<file path="src/rtl/rr_sched_pkg.sv">
// Shared constants and types for the round-robin read scheduler.
// Holds the switch-wide widths (input count, pointer MSB, packet MSB),
// the flag levels, and a small pointer helper used by rr_sched.
package rr_sched_pkg;

  // Number of input FIFOs served; fixed for the whole switch.
  localparam int NIN  = 4;
  // MSB index of the round-robin pointer / grant index.
  localparam int NINB = 1;
  // MSB index of a packet; packets are PKTW+1 bits wide.
  localparam int PKTW = 9;
  // Width of the optional forwarded-packet counter.
  localparam int CNTW = 16;

  // Flag levels used for empty/re/vo style strobes.
  localparam logic ASSERT = 1'b1;
  localparam logic NEGATE = 1'b0;

  typedef logic [NINB:0] idx_t;
  typedef logic [PKTW:0] pkt_t;

  // Pointer advance with natural wrap at NIN (NIN is a power of two).
  function automatic idx_t next_idx(input idx_t i);
    return i + idx_t'(1);
  endfunction

endpackage

</file>
<file path="src/rtl/rr_arb.sv">
// Combinational round-robin arbiter.
// Scans the request vector starting at the priority pointer and wrapping
// modulo NIN; returns a one-hot grant (zero when nothing requests) and the
// index of the granted input.
module rr_arb
  import rr_sched_pkg::*;
(
  input  logic [NIN-1:0]  req,
  input  logic [NINB:0]   rr,
  output logic [NIN-1:0]  gnt,
  output logic [NINB:0]   gidx
);

  // Pick the first requester at or after rr, wrapping around.
  always_comb begin : scan
    idx_t cand;
    logic found;
    // NOTE: every output gets a default before the loop, so no path leaves
    // a variable unassigned and no latch is inferred.
    gnt   = '0;
    gidx  = rr;
    found = NEGATE;
    cand  = rr;
    for (int k = 0; k < NIN; k++) begin
      cand = rr + idx_t'(k);
      if (!found && req[cand] == ASSERT) begin
        found     = ASSERT;
        gnt[cand] = ASSERT;
        gidx      = cand;
      end
    end
  end

endmodule

</file>
<file path="src/rtl/rr_sched.sv">
// Round-robin read scheduler for four input FIFOs.
// Pops at most one packet per cycle from a non-empty FIFO in round-robin
// order and presents it on a registered valid/ready output. It owns the
// FIFO pop strobes and never pops an empty FIFO.
// Optional feature: define SW_PKTCNT_EN to add the 16-bit forwarded-packet
// counter and its pktcnt port.
module rr_sched
  import rr_sched_pkg::*;
(
  input  logic                    clk,
  input  logic                    rst,
  input  logic [NIN-1:0]          empty,
  input  logic [NIN*(PKTW+1)-1:0] pkti,
  output logic [NIN-1:0]          re,
  output logic [PKTW:0]           pkto,
  output logic                    vo,
  input  logic                    ri
`ifdef SW_PKTCNT_EN
  ,
  output logic [CNTW-1:0]         pktcnt
`endif
);

  idx_t           rr;
  idx_t           gidx;
  logic [NIN-1:0] req;
  logic [NIN-1:0] gnt;
  logic           free;
  logic           gvalid;
  logic           xfer;
  pkt_t           heads [NIN];

  // Split the concatenated FIFO head bus into one packet per input.
  for (genvar g = 0; g < NIN; g++) begin : g_head
    assign heads[g] = pkti[g*(PKTW+1) +: (PKTW+1)];
  end

  // The output slot can take a new packet when empty or draining this cycle.
  assign free = !vo || (ri == ASSERT);
  assign xfer = vo && (ri == ASSERT);

  // Only non-empty FIFOs request, only when the slot is free, never in reset.
  assign req = (rst == ASSERT) ? '0 : (~empty & {NIN{free}});

  rr_arb u_arb (
    .req  (req),
    .rr   (rr),
    .gnt  (gnt),
    .gidx (gidx)
  );

  // The grant doubles as the FIFO pop strobe in the same cycle.
  assign re     = gnt;
  assign gvalid = |gnt;

  // Output register and priority pointer: load on grant, clear on drain.
  always_ff @(posedge clk) begin
    // NOTE: sequential state uses non-blocking assignments so every register
    // samples pre-edge values regardless of statement order.
    if (rst == ASSERT) begin
      vo   <= NEGATE;
      pkto <= '0;
      rr   <= '0;
    end else if (gvalid) begin
      pkto <= heads[gidx];
      vo   <= ASSERT;
      rr   <= next_idx(gidx);
    end else if (xfer) begin
      vo   <= NEGATE;
    end
  end

`ifdef SW_PKTCNT_EN
  // Count every accepted output transfer; wraps naturally at 16 bits.
  always_ff @(posedge clk) begin
    if (rst == ASSERT) begin
      pktcnt <= '0;
    end else if (xfer) begin
      pktcnt <= pktcnt + CNTW'(1);
    end
  end
`endif

  // Pop strobes are one-hot or zero and never target an empty FIFO.
  a_re_onehot : assert property (@(posedge clk) disable iff (rst) $onehot0(re));
  a_re_nonempty : assert property (@(posedge clk) disable iff (rst) (re & empty) == '0);
  a_re_rst : assert property (@(posedge clk) rst |-> re == '0);

endmodule

</file>
<file path="config.mk">
export PLATFORM = sky130hd
export DESIGN_NAME = rr_sched
export DESIGN_NICKNAME = d
export VERILOG_FILES = /design/src/rtl/rr_sched_pkg.sv /design/src/rtl/rr_arb.sv /design/src/rtl/rr_sched.sv
export SDC_FILE = /design/constraint.sdc
export NUM_CORES = 1
export LEC_CHECK = 0
export CORE_ASPECT_RATIO = 0.75
export CORE_MARGIN = 2
export CORE_UTILIZATION = 35
export DETAILED_ROUTE_END_ITERATION = 10
export PLACE_DENSITY = 0.84
export SYNTH_ARGS = -nofsm -noshare
export SYNTH_HDL_FRONTEND = slang
export SYNTH_HIERARCHICAL = 1
export SYNTH_SLANG_ARGS = --single-unit
</file>
<file path="constraint.sdc">
create_clock -name clk -period 2.93 [get_ports clk]
set_clock_uncertainty 0.2 [all_clocks]
set_input_delay 0.293 -clock clk [delete_from_list [all_inputs] [get_ports clk]]
set_output_delay 0.293 -clock clk [all_outputs]
set_load 0.005 [all_outputs]
</file>
---- Word level (Yosys, flattened, before mapping) ----
Cells that the tools add are included.
storage, ports and cells
  logic and storage cells ................. 69
  output and inout port bits .............. 15
  memories kept ........................... 0
  bits of input ports ..................... 47
  bits in latches ......................... 0
  bits in registers ....................... 13
  ROM bits ................................ 0
  memory bits (writable) .................. 0
cells by class
  multiplexer cells ....................... 32
  reduce and logical (&&, ||, !) cells .... 15
  $add $sub $neg .......................... 4
  shift-type cells ........................ 0
  bitwise logic cells ..................... 6
  $lt $le $gt $ge ......................... 9
  $mul .................................... 0
  eq/ne operators ......................... 0
  divide/modulo/power cells ............... 0
operators with widths
  cell                                                                                  count
  10-bit binary-select mux with 2-bit select                                            1
  10-bit two-way mux                                                                    2
  4-bit two-way mux                                                                     5
  1-bit two-way mux                                                                     13
  2-bit by 3-bit < comparator with 1-bit output (second input constant)                 4
  4-bit OR                                                                              3
  1-bit binary-select mux with 2-bit select                                             4
  1-bit demux with 2-bit select                                                         4
  2-bit by 1-bit greater-or-equal comparator with 1-bit output (second input constant)  4
  1-bit logical AND                                                                     8
  2-bit two-way mux                                                                     3
  2-bit by 1-bit adder with 2-bit output (second input constant)                        2
  2-bit adder (second input constant)                                                   2
  4-bit bitwise AND                                                                     1
  1-bit zero test                                                                       4
  4-bit NOT                                                                             1
  4-bit OR reduction                                                                    1
  3-bit greater-or-equal comparator (second input constant)                             1
  2-bit NOT with 3-bit output                                                           1
  2-bit nonzero test                                                                    1
  1-bit logical OR                                                                      1

---- Logic depth before layout (Yosys ltp) ----
  depth after elaboration ................. 20
  mapped depth ............................ 12
  depth with buffers taken out ............ 10

---- Hierarchy ----
Netlist, hierarchy kept.
modules (own cells, without submodules)
  module    sequential area each (um2)  area an instance (um2)  times used  cells each
  rr_sched  260.2                       730.7                   1           73
  rr_arb    0.0                         435.4                   1           51

---- Worst setup path before layout ----
OpenSTA, ideal clock, no wires.
  path type ............................... input to register
  start ................................... input ri
  end ..................................... register pkto[0]
  setup time .............................. 132 ps
  path buffers ............................ 1
  arrival ................................. 2755 ps
  cell stages on the path ................. 11
  slack ................................... -157 ps
  required time ........................... 2598 ps
  cells stage by stage .................... nand2b_1 nand2b_1 nor2_1 or3b_1 a211o_1 o221ai_1 xnor2_1 buf_4 mux4_2 nand2_1 a21oi_1
between the ends
  longest elaborated chain between the ends .. 19
  elaborated cells on any way between the ends .. 35
  those cells by class .................... mux: 22; bitwise: 5; reduce/logical: 8
ends and longest elaborated chain
  item                                                       line            RTL
  start, declared                                            rr_sched.sv:17  input logic ri
  1-bit logical OR (*)                                       rr_sched.sv:39  assign free = !vo || (ri == ASSERT);
  4-bit bitwise AND (*)                                      rr_sched.sv:43  assign req = (rst == ASSERT) ? '0 : (~empty & {NIN{free}});
  4-bit two-way mux (*)                                      rr_sched.sv:43
  net req[1]                                                 rr_sched.sv:26  logic [NIN-1:0] req;
  1-bit binary-select mux with 2-bit select                  rr_arb.sv:26    if (!found && req[cand] == ASSERT) begin
  1-bit two-way mux (not written as such)                    rr_arb.sv:26
  1-bit two-way mux                                          rr_arb.sv:26
  1-bit zero test                                            rr_arb.sv:26
  [... 4 more ...]                                           --
  1-bit two-way mux                                          rr_arb.sv:26
  1-bit zero test                                            rr_arb.sv:26
  1-bit logical AND                                          rr_arb.sv:26
  2-bit two-way mux (*)                                      rr_arb.sv:26
  net gidx[0]                                                rr_sched.sv:25  idx_t gidx;
  2-bit NOT with 3-bit output (not written as such) (*)      rr_sched.sv:65  pkto <= heads[gidx];
  10-bit binary-select mux with 2-bit select (*)             rr_sched.sv:65
  10-bit two-way mux (not written as such) (*) (2 in a row)  rr_sched.sv:65
  end signal, assigned                                       rr_sched.sv:65
  end, declared                                              rr_sched.sv:15  output logic [PKTW:0] pkto,
Mark *: on every way through the listed nets, which the timed path passes. The rest lies on a longest branch. The select of a mux whose other input is x is not followed.
A chain may end at the register's enable or synchronous reset.

---- Worst setup path in the final report ----
  start ................................... register vo
  end ..................................... register pkto[1]
between the ends
  longest elaborated chain between the ends .. 20
  elaborated cells on any way between the ends .. 36
  those cells by class .................... mux: 22; bitwise: 5; reduce/logical: 9
ends and longest elaborated chain
  item                                                       line            RTL
  start, declared                                            rr_sched.sv:16  output logic vo,
  start signal, assigned                                     rr_sched.sv:61  vo <= NEGATE;
  start signal, assigned                                     rr_sched.sv:66  vo <= ASSERT;
  start signal, assigned                                     rr_sched.sv:69  vo <= NEGATE;
  1-bit zero test (*)                                        rr_sched.sv:39
  1-bit logical OR (*)                                       rr_sched.sv:39
  4-bit bitwise AND (*)                                      rr_sched.sv:43
  4-bit two-way mux (*)                                      rr_sched.sv:43
  net req[1]                                                 rr_sched.sv:26
  1-bit binary-select mux with 2-bit select                  rr_arb.sv:26
  1-bit two-way mux (not written as such)                    rr_arb.sv:26
  1-bit two-way mux                                          rr_arb.sv:26
  [... 5 more ...]                                           --
  1-bit two-way mux                                          rr_arb.sv:26
  1-bit zero test                                            rr_arb.sv:26
  1-bit logical AND                                          rr_arb.sv:26
  2-bit two-way mux (*)                                      rr_arb.sv:26
  net gidx[0]                                                rr_sched.sv:25
  2-bit NOT with 3-bit output (not written as such) (*)      rr_sched.sv:65
  10-bit binary-select mux with 2-bit select (*)             rr_sched.sv:65
  10-bit two-way mux (not written as such) (*) (2 in a row)  rr_sched.sv:65
Marks and branches as above.

==> results by group <==
Status
  • Status: complete, but fails checks
  • Failing checks: negative setup slack

Job
  • Max-Cap Viols: 0

CTS
  • Clk Latency, worst-skew pair: 0.25 ns
  • CTS max path bufs: 2
  • CTS H-Tree Depth: 1
  • CTS Hold Bufs: 0
  • CTS sink count: 13
  • CTS root buffer: clkbuf_8
  • Total CTS buffers: 3
  • Reg clk slew, reported paths: 0.06 ns
  • CTS tree: yes

Layout
  • Most common cell after layout, fill and taps aside: clkdlybuf4s50_1
  • Layout Cells excl Fill: 245
  • Filler cells: 234
  • Final net count: 258
  • P&R area growth vs syn: 85.3%
  • Final core occ: 0.666
  • Ant diodes: 0
  • Share of cells above drive strength 1: 0.376
  • Most frequent cells in the layout: clkdlybuf4s50_1 (53), nand2_1 (20), buf_4 (17)

Power and ir drop
  • Worst VDD drop: 0.000418 V
  • Power density cells: 1130 nW/um^2
  • Static leakage: 0.831 nW
  • Pwr Total: 2.44 mW

Routing
  • Drt total wl: 4650 um
  • Final ANT Viol Nets: 0
  • Pre-antenna DRT Iters: 4
  • Vias per inst: 5.58
  • Vias: 1,367
  • First-iteration detailed-routing DRC count: 134
  • Drc violations: 0
  • Wire per inst: 19.0 um

Synthesis
  • Compound-Gate Fraction of Synth Area: 0.179
  • Seq/Total Area, Yosys: 0.223
  • Post-synthesis xor/xnor area fraction: 0.0150
  • Mapped Area: 1170 um^2
  • Synth Area in Adders: 0.0536
  • Synth cell types: 34
  • Syn. warnings: 6
  • Simple-gate area share of the yosys netlist: 0.191
  • Syn nets: 176
  • Post-synthesis mux area share: 0.261
  • Synthesized flop and latch total: 13
  • Syn Inst Count: 124
  • Synth Area per Inst: 9.40 um^2
  • Largest family of logic cells by synthesized area: multiplexers

GRT
  • Initial antenna violation count: 0
  • Vias in the first global route: 1,319
  • Total grt overflow: 0
  • Largest net degree at the start of global routing: 14
  • GRT Overall Usage: 0.238
  • First-pass GRT wire length: 6730 um

Setup path
  • Crit. End Element: flip-flop
  • Critical Path Start Type: flip-flop
  • Reg-to-Reg Start: vo
  • Cell count along the critical path: 13
  • Worst setup path startpoint: vo
  • WP buf/inv: 4
  • CP Class: reg2reg
  • Worst stage delay on the critical path: 0.58 ns
  • CP Data Required Time: 2.87 ns
  • Top Family by Delay on Critical Path: multiplexers
  • Critical path data arrival time: 2.92 ns
  • Crit path max fanout: 6
  • CP cell instances: nand2b_4 > nand2b_4 > nor2_4 > buf_4 > mux4_2 > inv_2 > o221ai_2 > xnor2_2 > buf_4 > clkbuf_16 > mux4_2 > nand2_2 > a21oi_2
  • CP max-delay cell: mux4_2
  • R2R depth: 13

Floorplanning
  • Die Wd: 70.7 um
  • Die height: 54.0 um
  • Total core area: 3240 um^2
  • Area of the die: 3810 um^2
  • FP Rows: 18
  • Initial Utilization: 0.360
  • Num ports: 62

STA
  • Hold Vio Cnt, Final: 0
  • Final period utilization: 1.02
  • Slew HR: 0.803
  • Post-route minimum period: 2.98 ns
  • Final Max Slew Viols: 0
  • Setup violators final: 8
  • RSZ-0062 raised after global routing: yes
  • Worst slew pin tran: 0.293 ns
  • Fmax: 0.335 GHz
  • Setup ws final: -0.0535 ns

Worst hold path
  • Worst Hold Depth: 2
  • Min-delay src: pkto[7]
  • HP Class: reg2reg

Placed design
  • Placed Cells: 233
  • Final Wtd Congestion: 0.905
  • DP HPWL: 3320 um
  • I/O Buffers: 61
==> kinds of logic (layout without fill, tap and decap cells) <==
family,count (synthesis),after routing
muxes,13,13
DFF,13,13
buffers and inverters,16,97
AOI/OAI and AO/OA,30,30
adders and majority gates,5,5
and+or+nand+nor,45,45
xor gates and xnor gates,2,2
==> state kept, by name, indices dropped and copies added, names as in the netlist <==
name,cells
pkto,10
rr,2
vo,1
==> where the power goes <==
part / switching (mW) / internal (mW)
Sequential: 0.0416 / 0.244
Clock: 0.0696 / 0.0962
Combinational: 0.926 / 1.06
Total: 1.04 / 1.40
==> tightest hold or removal path: cells and delay by family, from the launching register on <==
kind               cells  cell delay (ns)
AOI/OAI and AO/OA      1             0.05
DFF                    1             0.31
and+or+nand+nor        1             0.05
==> layout make-up <==
class | count | area [um^2] | area share
Tap cell | 40 | 50.0 | 0.0232
Timing Repair Buffer | 85 | 836 | 0.387
Sequential cell | 13 | 264 | 0.122
Inverter | 8 | 30.0 | 0.0139
Multi-Input combinational cell | 95 | 936 | 0.433
Clock buffer | 4 | 45.0 | 0.0208
==> synthesized netlist by cell type, drive strengths merged <==
master / instances / area (um^2)
dfxtp: 13 / 260
nor4: 1 / 6.26
nor3b: 2 / 15.0
ha: 5 / 62.6
a211o: 2 / 18.8
and3b: 1 / 10.0
nand2: 24 / 90.1
and4b: 1 / 11.3
a211oi: 2 / 20.0
a21oi: 12 / 60.1
or4: 1 / 7.51
o211ai: 2 / 15.0
buf: 7 / 56.3
o221ai: 5 / 43.8
nor3: 1 / 5.00
o21a: 1 / 7.51
xnor2: 2 / 17.5
nand2b: 2 / 12.5
mux4: 13 / 304
or3b: 1 / 8.76
clkbuf: 1 / 3.75
a311oi: 1 / 8.76
and4bb: 1 / 12.5
a22oi: 4 / 30.0
nor2: 8 / 30.0
o21ai: 1 / 5.00
nand3b: 1 / 7.51
inv: 8 / 30.0
nor2b: 1 / 6.26
==> per-layer routing <==
| metal | share of wire | track usage |
|---|---|---|
| met1 | 0.40 | 0.314 |
| met2 | 0.51 | 0.429 |
| met3 | 0.075 | 0.0337 |
| met4 | 0.014 | 0.0440 |
| met5 | 0 | 0 |
==> final timing paths <==
check	to	slack (ns)
worst min register to register	pkto[7]	0.26
worst max register to register	pkto[1]	-0.05
worst max-delay path	pkto[1]	-0.05
worst min-delay path	pkto[7]	0.26
==> through the flow <==
step                instance area, um^2  setup TNS [ns]  hold slack, ns  worst slack, ns
global placement                   1940           -7.24           0.238           -0.485
detailed placement                 1940           -8.28           0.252           -0.540
global route                       2160           -1.10           0.282           -0.122
finish                             2160          -0.164           0.261          -0.0535
floorplan                          1200               0           0.158           0.0230
CTS                                2140         -0.0775           0.263          -0.0119
==> repair_timing <==
action / CTS / global route
endpoints found under the setup margin: 16 / 13
setup buffers: 6 / 2
resized for setup: 33 / 14
pin swaps: 11 / 13
cloned: 2 / 0
No activity file was read; power rests on OpenSTA's default activity.
